File: src/rtl/arr_stream_reg_pkg.sv
// Shared types and helpers for the array stream register.
package arr_pkg;

  typedef enum logic {
    IDLE   = 1'b0,
    STREAM = 1'b1
  } arr_state_e;

  localparam int unsigned ELEM_W_DEF = 32;
  localparam int unsigned N_ELEM_DEF = 16;

  // LSB position of element k in a packed vector, element 0 in the MSBs.
  function automatic int unsigned elem_lsb(input int unsigned n_elem,
                                           input int unsigned elem_w,
                                           input int unsigned k);
    return (n_elem - 1 - k) * elem_w;
  endfunction

endpackage

File: src/rtl/arr_stream_reg_next_nz.sv
// Finds the lowest set mask bit at or above (inclusive) / above (exclusive)
// a pointer. Purely combinational.
module arr_next_nz #(
  parameter  int unsigned N_ELEM = 16,
  localparam int unsigned IDX_W  = $clog2(N_ELEM)
) (
  input  logic [N_ELEM-1:0] i_mask,
  input  logic [IDX_W-1:0]  i_ptr,
  input  logic              i_incl,
  output logic [IDX_W-1:0]  o_idx,
  output logic              o_found
);

  // Scan from the top down so the lowest qualifying index is the last one kept.
  always_comb begin
    o_idx   = '0;
    o_found = 1'b0;
    for (int unsigned k = N_ELEM; k > 0; k--) begin
      if (i_mask[k-1] &&
          (((k - 1) > 32'(i_ptr)) || (i_incl && ((k - 1) == 32'(i_ptr))))) begin
        o_idx   = IDX_W'(k - 1);
        o_found = 1'b1;
      end
    end
  end

endmodule

File: src/rtl/arr_stream_reg.sv
// N_ELEM x ELEM_W array register with vector/element writes, indexed read,
// and a valid/ready element streamer with optional zero-skip.
module arr_stream_reg import arr_pkg::*; #(
  parameter  int unsigned ELEM_W = ELEM_W_DEF,
  parameter  int unsigned N_ELEM = N_ELEM_DEF,
  localparam int unsigned IDX_W  = $clog2(N_ELEM)
) (
  input  logic                     clk_i,
  input  logic                     rst_i,
  input  logic                     vec_valid_i,
  output logic                     vec_ready_o,
  input  logic [N_ELEM*ELEM_W-1:0] vec_d_i,
  input  logic                     elem_wr_en_i,
  input  logic [IDX_W-1:0]         elem_wr_idx_i,
  input  logic [ELEM_W-1:0]        elem_wr_d_i,
  input  logic [IDX_W-1:0]         rd_idx_i,
  output logic [ELEM_W-1:0]        rd_elem_o,
  output logic [N_ELEM*ELEM_W-1:0] q_o,
  input  logic                     stream_start_i,
  input  logic                     skip_zero_i,
  output logic                     stream_valid_o,
  input  logic                     stream_ready_i,
  output logic [ELEM_W-1:0]        stream_elem_o,
  output logic [IDX_W-1:0]         stream_idx_o,
  output logic                     stream_last_o,
  output logic                     busy_o,
  output logic                     done_o
);

  logic [ELEM_W-1:0] r_mem     [N_ELEM];
  logic [ELEM_W-1:0] w_mem_nxt [N_ELEM];
  arr_state_e        r_state;
  logic [IDX_W-1:0]  r_ptr;
  logic              r_mode;
  logic              r_done;
  logic [N_ELEM-1:0] w_nz_nxt;
  logic [N_ELEM-1:0] w_nz_cur;
  logic [IDX_W-1:0]  w_first_idx;
  logic              w_first_found;
  logic [IDX_W-1:0]  w_adv_idx;
  logic              w_adv_found;
  logic              w_idle;
  logic              w_wr_ok;
  logic              w_last;

  assign w_idle  = (r_state == IDLE);
  assign w_wr_ok = elem_wr_en_i && (32'(elem_wr_idx_i) < N_ELEM);

  // Next storage contents: vector load, then element write overriding its slot.
  always_comb begin
    for (int unsigned k = 0; k < N_ELEM; k++) begin
      w_mem_nxt[k] = r_mem[k];
      if (w_idle) begin
        if (vec_valid_i) begin
          w_mem_nxt[k] = vec_d_i[elem_lsb(N_ELEM, ELEM_W, k) +: ELEM_W];
        end
        if (w_wr_ok && (elem_wr_idx_i == IDX_W'(k))) begin
          w_mem_nxt[k] = elem_wr_d_i;
        end
      end
    end
  end

  // Nonzero masks: next contents feed the start search, current feed the advance.
  always_comb begin
    for (int unsigned k = 0; k < N_ELEM; k++) begin
      w_nz_nxt[k] = |w_mem_nxt[k];
      w_nz_cur[k] = |r_mem[k];
    end
  end

  arr_next_nz #(.N_ELEM(N_ELEM)) u_first (
    .i_mask  (w_nz_nxt),
    .i_ptr   ('0),
    .i_incl  (1'b1),
    .o_idx   (w_first_idx),
    .o_found (w_first_found)
  );

  arr_next_nz #(.N_ELEM(N_ELEM)) u_adv (
    .i_mask  (w_nz_cur),
    .i_ptr   (r_ptr),
    .i_incl  (1'b0),
    .o_idx   (w_adv_idx),
    .o_found (w_adv_found)
  );

  // Last beat: no eligible index above the pointer in the latched mode.
  always_comb begin
    w_last = 1'b0;
    if (!w_idle) begin
      w_last = r_mode ? !w_adv_found : (r_ptr == IDX_W'(N_ELEM - 1));
    end
  end

  // Storage register; writes only take effect in IDLE via w_mem_nxt.
  always_ff @(posedge clk_i or posedge rst_i) begin
    if (rst_i) begin
      for (int unsigned k = 0; k < N_ELEM; k++) begin
        r_mem[k] <= '0;
      end
    end else begin
      r_mem <= w_mem_nxt;
    end
  end

  // Stream control FSM with registered done pulse.
  always_ff @(posedge clk_i or posedge rst_i) begin
    if (rst_i) begin
      r_state <= IDLE;
      r_ptr   <= '0;
      r_mode  <= 1'b0;
      r_done  <= 1'b0;
    end else begin
      r_done <= 1'b0;
      case (r_state)
        IDLE: begin
          if (stream_start_i) begin
            r_mode <= skip_zero_i;
            if (skip_zero_i && !w_first_found) begin
              r_done <= 1'b1;
            end else begin
              r_state <= STREAM;
              r_ptr   <= skip_zero_i ? w_first_idx : '0;
            end
          end
        end
        STREAM: begin
          if (stream_ready_i) begin
            if (w_last) begin
              r_state <= IDLE;
              r_ptr   <= '0;
              r_done  <= 1'b1;
            end else begin
              r_ptr <= r_mode ? w_adv_idx : (r_ptr + IDX_W'(1));
            end
          end
        end
      endcase
    end
  end

  // Element selection for the stream and random-read ports, plus packed view.
  always_comb begin
    stream_elem_o = '0;
    rd_elem_o     = '0;
    q_o           = '0;
    for (int unsigned k = 0; k < N_ELEM; k++) begin
      if (!w_idle && (r_ptr == IDX_W'(k))) begin
        stream_elem_o = r_mem[k];
      end
      if (rd_idx_i == IDX_W'(k)) begin
        rd_elem_o = r_mem[k];
      end
      q_o[elem_lsb(N_ELEM, ELEM_W, k) +: ELEM_W] = r_mem[k];
    end
  end

  assign vec_ready_o    = w_idle;
  assign busy_o         = !w_idle;
  assign done_o         = r_done;
  assign stream_valid_o = !w_idle;
  assign stream_last_o  = w_last;
  assign stream_idx_o   = r_ptr;

endmodule
File: config.mk
export PLATFORM = sky130hd
export DESIGN_NAME = arr_stream_reg
export DESIGN_NICKNAME = d
export VERILOG_FILES = /design/src/rtl/arr_stream_reg_pkg.sv /design/src/rtl/arr_stream_reg_next_nz.sv /design/src/rtl/arr_stream_reg.sv
export SDC_FILE = /design/constraint.sdc
export NUM_CORES = 2
export LEC_CHECK = 0
export ABC_CLOCK_PERIOD_IN_PS = 23300
export BUFFER_PORTS_ARGS = -buffer_cell sky130_fd_sc_hd__buf_2
export CORE_AREA = 2 2 445 447
export CTS_BUF_LIST = sky130_fd_sc_hd__clkbuf_8 sky130_fd_sc_hd__clkbuf_16
export DETAILED_ROUTE_END_ITERATION = 7
export DIE_AREA = 0 0 447 449
export PLACE_DENSITY_LB_ADDON = 0.3
export RECOVER_POWER = 25
export SLEW_MARGIN = 30
export SYNTH_ARGS = -nofsm -noshare
export SYNTH_HDL_FRONTEND = slang
export SYNTH_HIERARCHICAL = 1
export SYNTH_SLANG_ARGS = --single-unit
File: constraint.sdc
create_clock -name clk_i -period 23.3 [get_ports clk_i]
set_input_delay 6.99 -clock clk_i [delete_from_list [all_inputs] [get_ports clk_i]]
set_output_delay 6.99 -clock clk_i [all_outputs]
set_load 0.005 [all_outputs]
== Word-level counts from Yosys, hierarchy flattened ==
Cells that the tools add are included.
W data, S select, Z words.

* Reductions and logical operators: 86
* Eq/ne operators: 48
* Bitwise operators: 1
* Order comparisons: 15
* Multiplexer cells: 161
* $add $sub $neg: 1

{| class="wikitable"
|+ Operators by type and width
! cell !! number
|-
| $mux W32 || 80
|-
| $reduce_or A32 Y1 || 31
|-
| $mux W4 || 37
|-
| $eq A4 B4 Y1 const B || 24
|-
| $eq A4 B3 Y1 const B || 12
|-
| $logic_and A1 B1 Y1 || 48
|-
| $mux W1 || 41
|-
| $gt A4 B4 Y1 const A || 8
|-
| $eq A4 B2 Y1 const B || 6
|-
| $gt A3 B4 Y1 const A || 4
|-
| $eq A4 B1 Y1 const B || 3
|-
| $logic_not A4 Y1 || 3
|-
| $gt A2 B4 Y1 const A || 2
|-
| $pmux W4 S2 || 1
|-
| $add A4 B1 Y4 const B || 1
|-
| $gt A1 B4 Y1 const A || 1
|-
| $ne A2 B2 Y1 const B || 2
|-
| $pmux W1 S2 || 2
|-
| $reduce_and A3 Y1 || 1
|-
| $logic_not A1 Y1 || 2
|-
| $ne A2 B1 Y1 const B || 1
|-
| $reduce_and A2 Y1 || 1
|-
| $not A1 Y1 || 1
|}

* Bits of input ports: 559
* Output and inout port bits: 585
* Bits in registers: 519

== Depth between registers and ports, before layout ==
* Word-level depth: 26
* Mapped depth: 20
* Depth with buffers taken out: 15

== By module ==
Netlist, hierarchy kept.

{| class="wikitable"
|+ Modules (own cells, without submodules)
! module !! sequential area each (um^2) !! cells each !! area each (um^2) !! instances
|-
| arr_stream_reg || 12987.5 || 3976 || 36817.8 || 1
|-
| arr_next_nz || 0.0 || 80 || 530.5 || 2
|}

== Worst setup path before layout ==
Ideal clock, no wire load.

* Path type: in2out
* Start point: input rd_idx_i[0]
* End point: output rd_elem_o[0]
* Path slack: 7304 ps
* Path buffers: 5
* Required time: 16310 ps
* Cell stages on the path: 8
* Arrival: 9006 ps
* Path through: clkbuf_1 > buf_2 > buf_2 > buf_1 > clkbuf_1 > mux2i_1 > nand2_1 > a32o_1

* Longest elaborated chain between the ends: 17
* Elaborated cells between the ends (all ways): 32
* Classes of those cells: 15 x eq/ne; 16 x mux; 1 x reduce/logical

{| class="wikitable"
|+ RTL lines
! what !! line !! text
|-
| start: declaration || arr_stream_reg.sv:16 || <nowiki>input logic [IDX_W-1:0] rd_idx_i,</nowiki>
|-
| $logic_not A4 Y1 || arr_stream_reg.sv:152 || <nowiki>if (rd_idx_i == IDX_W'(k)) begin</nowiki>
|-
| $mux W32 (15 in a row) || arr_stream_reg.sv:152 ||
|-
| $mux W32 (*) || arr_stream_reg.sv:152 ||
|-
| end: declaration || arr_stream_reg.sv:17 || <nowiki>output logic [ELEM_W-1:0] rd_elem_o,</nowiki>
|}

Every way passes the cells marked *; elsewhere a longest branch is shown, timed or not.

== Final worst setup path ==
* Start point: input rd_idx_i[1]
* End point: output rd_elem_o[26]

Same word-level chain as after synthesis.

==> run_results.csv <==
group,metric,value,unit
power,vdd_drop_max,0.0622,mV
floorplan,rows,163,
yosys,yosysTopAreaCell,"dfrtp_1",
yosys,postSynth.asyncResetShare,1.00,
sta,hold_viol,0,
cells_and_area,area_delta_synth_final,29.3,%
floorplan,fp.dieH,449,um
cells_and_area,multi_input_area,0.0232,mm2
clock_network,cts.sinks,519,
worst_setup_path,path_max_fanout,45,
sta,max_freq,55.1,MHz
worst_setup_path,startpoint_type,"input port",
worst_setup_path,crit_buf_inv,3,
power,power.leakage,22.4,nW
floorplan,ios,1144,
yosys,syn_inst,4136,
yosys,synthesis.area,0.0379,mm2
sta,timing.setup.tns,0,ps
yosys,yosys.area_share.simple,0.169,
routing,first_pass_iters,7,
power,p_sw,4.96,mW
worst_hold_path,min_path_cells,2,
grt,grt.total_usage,0.370,
grt,busiest_layer,"met2",
yosys,synth_top_area_frac,0.343,
worst_setup_path,critPathMostFrequentCell,"buf_4",
routing,wl_per_cell,50.3,um
outcome,violations,"max-capacitance violations, max-slew violations",
worst_setup_path,crit_family,"compound AO/OA/AOI/OAI gates",
cells_and_area,fin_area,0.0490,mm2
place,io_buffers,1143,
yosys,synth_compound_area_frac,0.403,
place,preCtsSetupSlack,5460,ps
routing,finalWirelength,390,mm
sta,worst_pin_slew,6620,ps
yosys,synth_mux_area_frac,0.0247,
power,powerDensity,171,mW/mm2
worst_setup_path,reg2reg_slack,16330,ps
grt,grt_pass1_vias,46800,
power,power,8.39,mW
routing,drc,0,
yosys,synth_top_family_by_area,"compound AO/OA/AOI/OAI gates",
power,intPower,3.42,mW
floorplan,initial_core_util,0.193,
floorplan,core,0.196,mm2
floorplan,die_w,447,um
worst_setup_path,critPathMaxStageDelay,720,ps
place,placed_area,0.0469,mm2
worst_setup_path,crit_arrival,11170,ps
grt,grt_max_degree,156,
worst_hold_path,hold_end,"stream_idx_o[2]$_DFFE_PP0P_",
run,cap_violations,9,
worst_setup_path,cp_slowest_cell,"nor2_1",
clock_network,htree_levels,2,
worst_setup_path,reg2reg_depth,19,
grt,antenna_found_initial,52,
worst_setup_path,critPathRequiredTime,16310,ps
cells_and_area,seq_area,0.0130,mm2
sta,rsz0062_at_grt,"no",
worst_setup_path,worstReg2RegEnd,"stream_idx_o[0]$_DFFE_PP0P_",
clock_network,ctsHoldBuffers,0,
worst_setup_path,cp-end-kind,"output port",
cells_and_area,drive_gt1_frac,0.307,
yosys,synth_edf_count,0,
clock_network,cts.clk_slew.worst_paths,70,ps
sta,relSlewSlack,-3.42,
sta,finalCritPeriodShare,0.779,
yosys,synth_flop_cell,"dfrtp_1",
grt,grtUsageMet1,0.433,
routing,ant_nets,0,
grt,grt_pass1_wl,495,mm
clock_network,root_buffer,"clkbuf_16",
clock_network,cts_tree,"yes",
sta,slew_violations,586,
routing,avgViaCountPerCell,6.52,
worst_setup_path,path_cells,"buf_4 -> buf_4 -> nand2_1 -> nor2_1 -> a221oi_1 -> a21oi_1 -> o2bb2ai_1 -> a31oi_1 -> buf_2",
yosys,synth_seq_cells,519,
sta,fin_skew,22.4,ps
power,p_sw_frac,0.592,
outcome,status,"complete, but fails checks",
yosys,syn_area_per_cell,9.16,um2
power,power.share.combinational,0.513,
cells_and_area,final_util,0.250,
clock_network,cts_buffers,61,
clock_network,clock_latency,730,ps
yosys,ys_warn_count,6,
power,pwr-share-seq,0.363,
power,power_frac_clock,0.124,
sta,setup_violations,0,
place,dp_hpwl,301,mm
worst_hold_path,min-delay-start,"stream_idx_o[2]$_DFFE_PP0P_",
worst_setup_path,rr_startpoint,"busy_o$_DFF_PP0_",
place,globalplace.congestion,1.04,
worst_hold_path,hp-class,"reg -> reg",
yosys,yosys.area_share.xor_xnor,0.000462,
yosys,yosysSeqAreaShare,0.343,
cells_and_area,fill_cells,21700,
grt,met2_usage,0.577,
yosys,synth_adder_area_share,0.00192,
clock_network,post-cts-setup-buffers,0,
floorplan,dieArea,0.201,mm2
clock_network,ctsResizeCount,0,
routing,vias,50500,
routing,drt_iter0_markers,8312,
yosys,synthTopCellsByCount,"533 x a221o_1, 519 x dfrtp_1, 447 x clkbuf_1, 307 x a21oi_1, 262 x o211a_1",
grt,met3_usage,0.111,
grt,globalRouteOverflowTotal,0,
worst_setup_path,critical_path_class,"in -> out",
cells_and_area,final_nets,5595,
yosys,synth_most_common_cell,"a221o_1",
sta,min_period,18160,ps
clock_network,cts.path.max_buffers,3,
sta,worst_slack,5140,ps
yosys,synth.distinct_cells,84,
yosys,ys_top_cells_by_area,"dfrtp_1 34%, a221o_1 14%, o211a_1 6.9%, clkbuf_1 4.4%, nor4_1 4.1%",
==> per-layer routing <==
layer,up-vias,wire length [um]
met2,4429,172000
met5,-,172
met1,25800,142000
met3,1112,40600
met4,20,35400
li1,19100,-
==> flip-flops by register name, indices dropped and copies added, names as in the netlist <==
| signal | cells |
|---|---|
| busy_o | 1 |
| done_o | 1 |
| q_o | 512 |
| r_mode | 1 |
| stream_idx_o | 4 |
==> power groups by stage <==
stage / clock, mW / combinational (mW) / sequential, mW
after floorplan: 0 / 1.89 / 1.83
after global placement: 0 / 4.11 / 2.96
after detailed placement: 0 / 4.13 / 2.94
after CTS: 1.04 / 4.14 / 2.92
after global routing: 1.09 / 4.39 / 2.93
final: 1.04 / 4.30 / 3.04
==> per-stage QoR <==
step,hold WS (ps),cells
floorplan,575,4167
global placement,622,7607
detailed placement,635,7608
CTS,651,7719
global route,721,7722
finish,679,7743
==> layout by cell type, fill, tap and decap left out, drive strengths merged, types with 16 or more instances in the layout <==
cell    netlist  layout
a21oi       310     310
o22ai        37      37
o311a        96      96
nor4        251     251
mux2i        35      35
a22o         32      32
a31oi        30      30
nand3        34      34
a32oi        17      17
nand3b      133     133
nand4        75      75
or2          31      31
a22oi        32      32
dfrtp       519     519
o21ai       182     182
o22a         18      18
inv          24      39
o211a       262     262
o211ai       42      42
o221ai       46      46
nor3         31      31
clkbuf      447     121
a211oi       16      16
or3          21      21
diode         0      23
a221o       535     535
buf          96    1302
nand2       158     158
and3         37      37
conb          2      33
mux2         18      18
a221oi       95      95
mux4         17      17
nor2        189     189
nor2b        61      61
==> layout make-up <==
cell class,instances,area share
Sequential cell,519,0.265
Tap cell,2640,0.0675
Antenna cell,23,0.00118
Inverter,27,0.00210
Timing Repair Buffer,1345,0.147
Clock buffer,78,0.0364
Clock inverter,33,0.00705
Multi-Input combinational cell,3078,0.474
==> worst max path at each step <==
stage                            from               end  depth (start not counted)
after floorplan                 rst_i  busy_o$_DFF_PP0_                          1
after global placement    rd_idx_i[1]     rd_elem_o[19]                          9
after detailed placement  rd_idx_i[1]     rd_elem_o[19]                          9
after CTS                 rd_idx_i[1]     rd_elem_o[19]                          9
after global routing      rd_idx_i[1]     rd_elem_o[26]                          9
final                     rd_idx_i[1]     rd_elem_o[26]                          9
==> kinds of logic (layout without fill, tap and decap cells) <==
group | Yosys count | in the layout
other cells | 2 | 56
compound gates | 1852 | 1852
flops | 519 | 519
mux | 70 | 70
fa+ha+maj | 6 | 6
buf+inv | 570 | 1483
xor+xnor | 2 | 2
simple gates | 1115 | 1115
==> worst reg2reg max path: cells and delay by family (launching register included) <==
| family | cells | cell delay [ps] |
|---|---|---|
| buf+inv | 5 | 2120 |
| compound gates | 7 | 1590 |
| flops | 1 | 920 |
| simple gates | 7 | 2310 |
(Power assumes the default switching activity.)
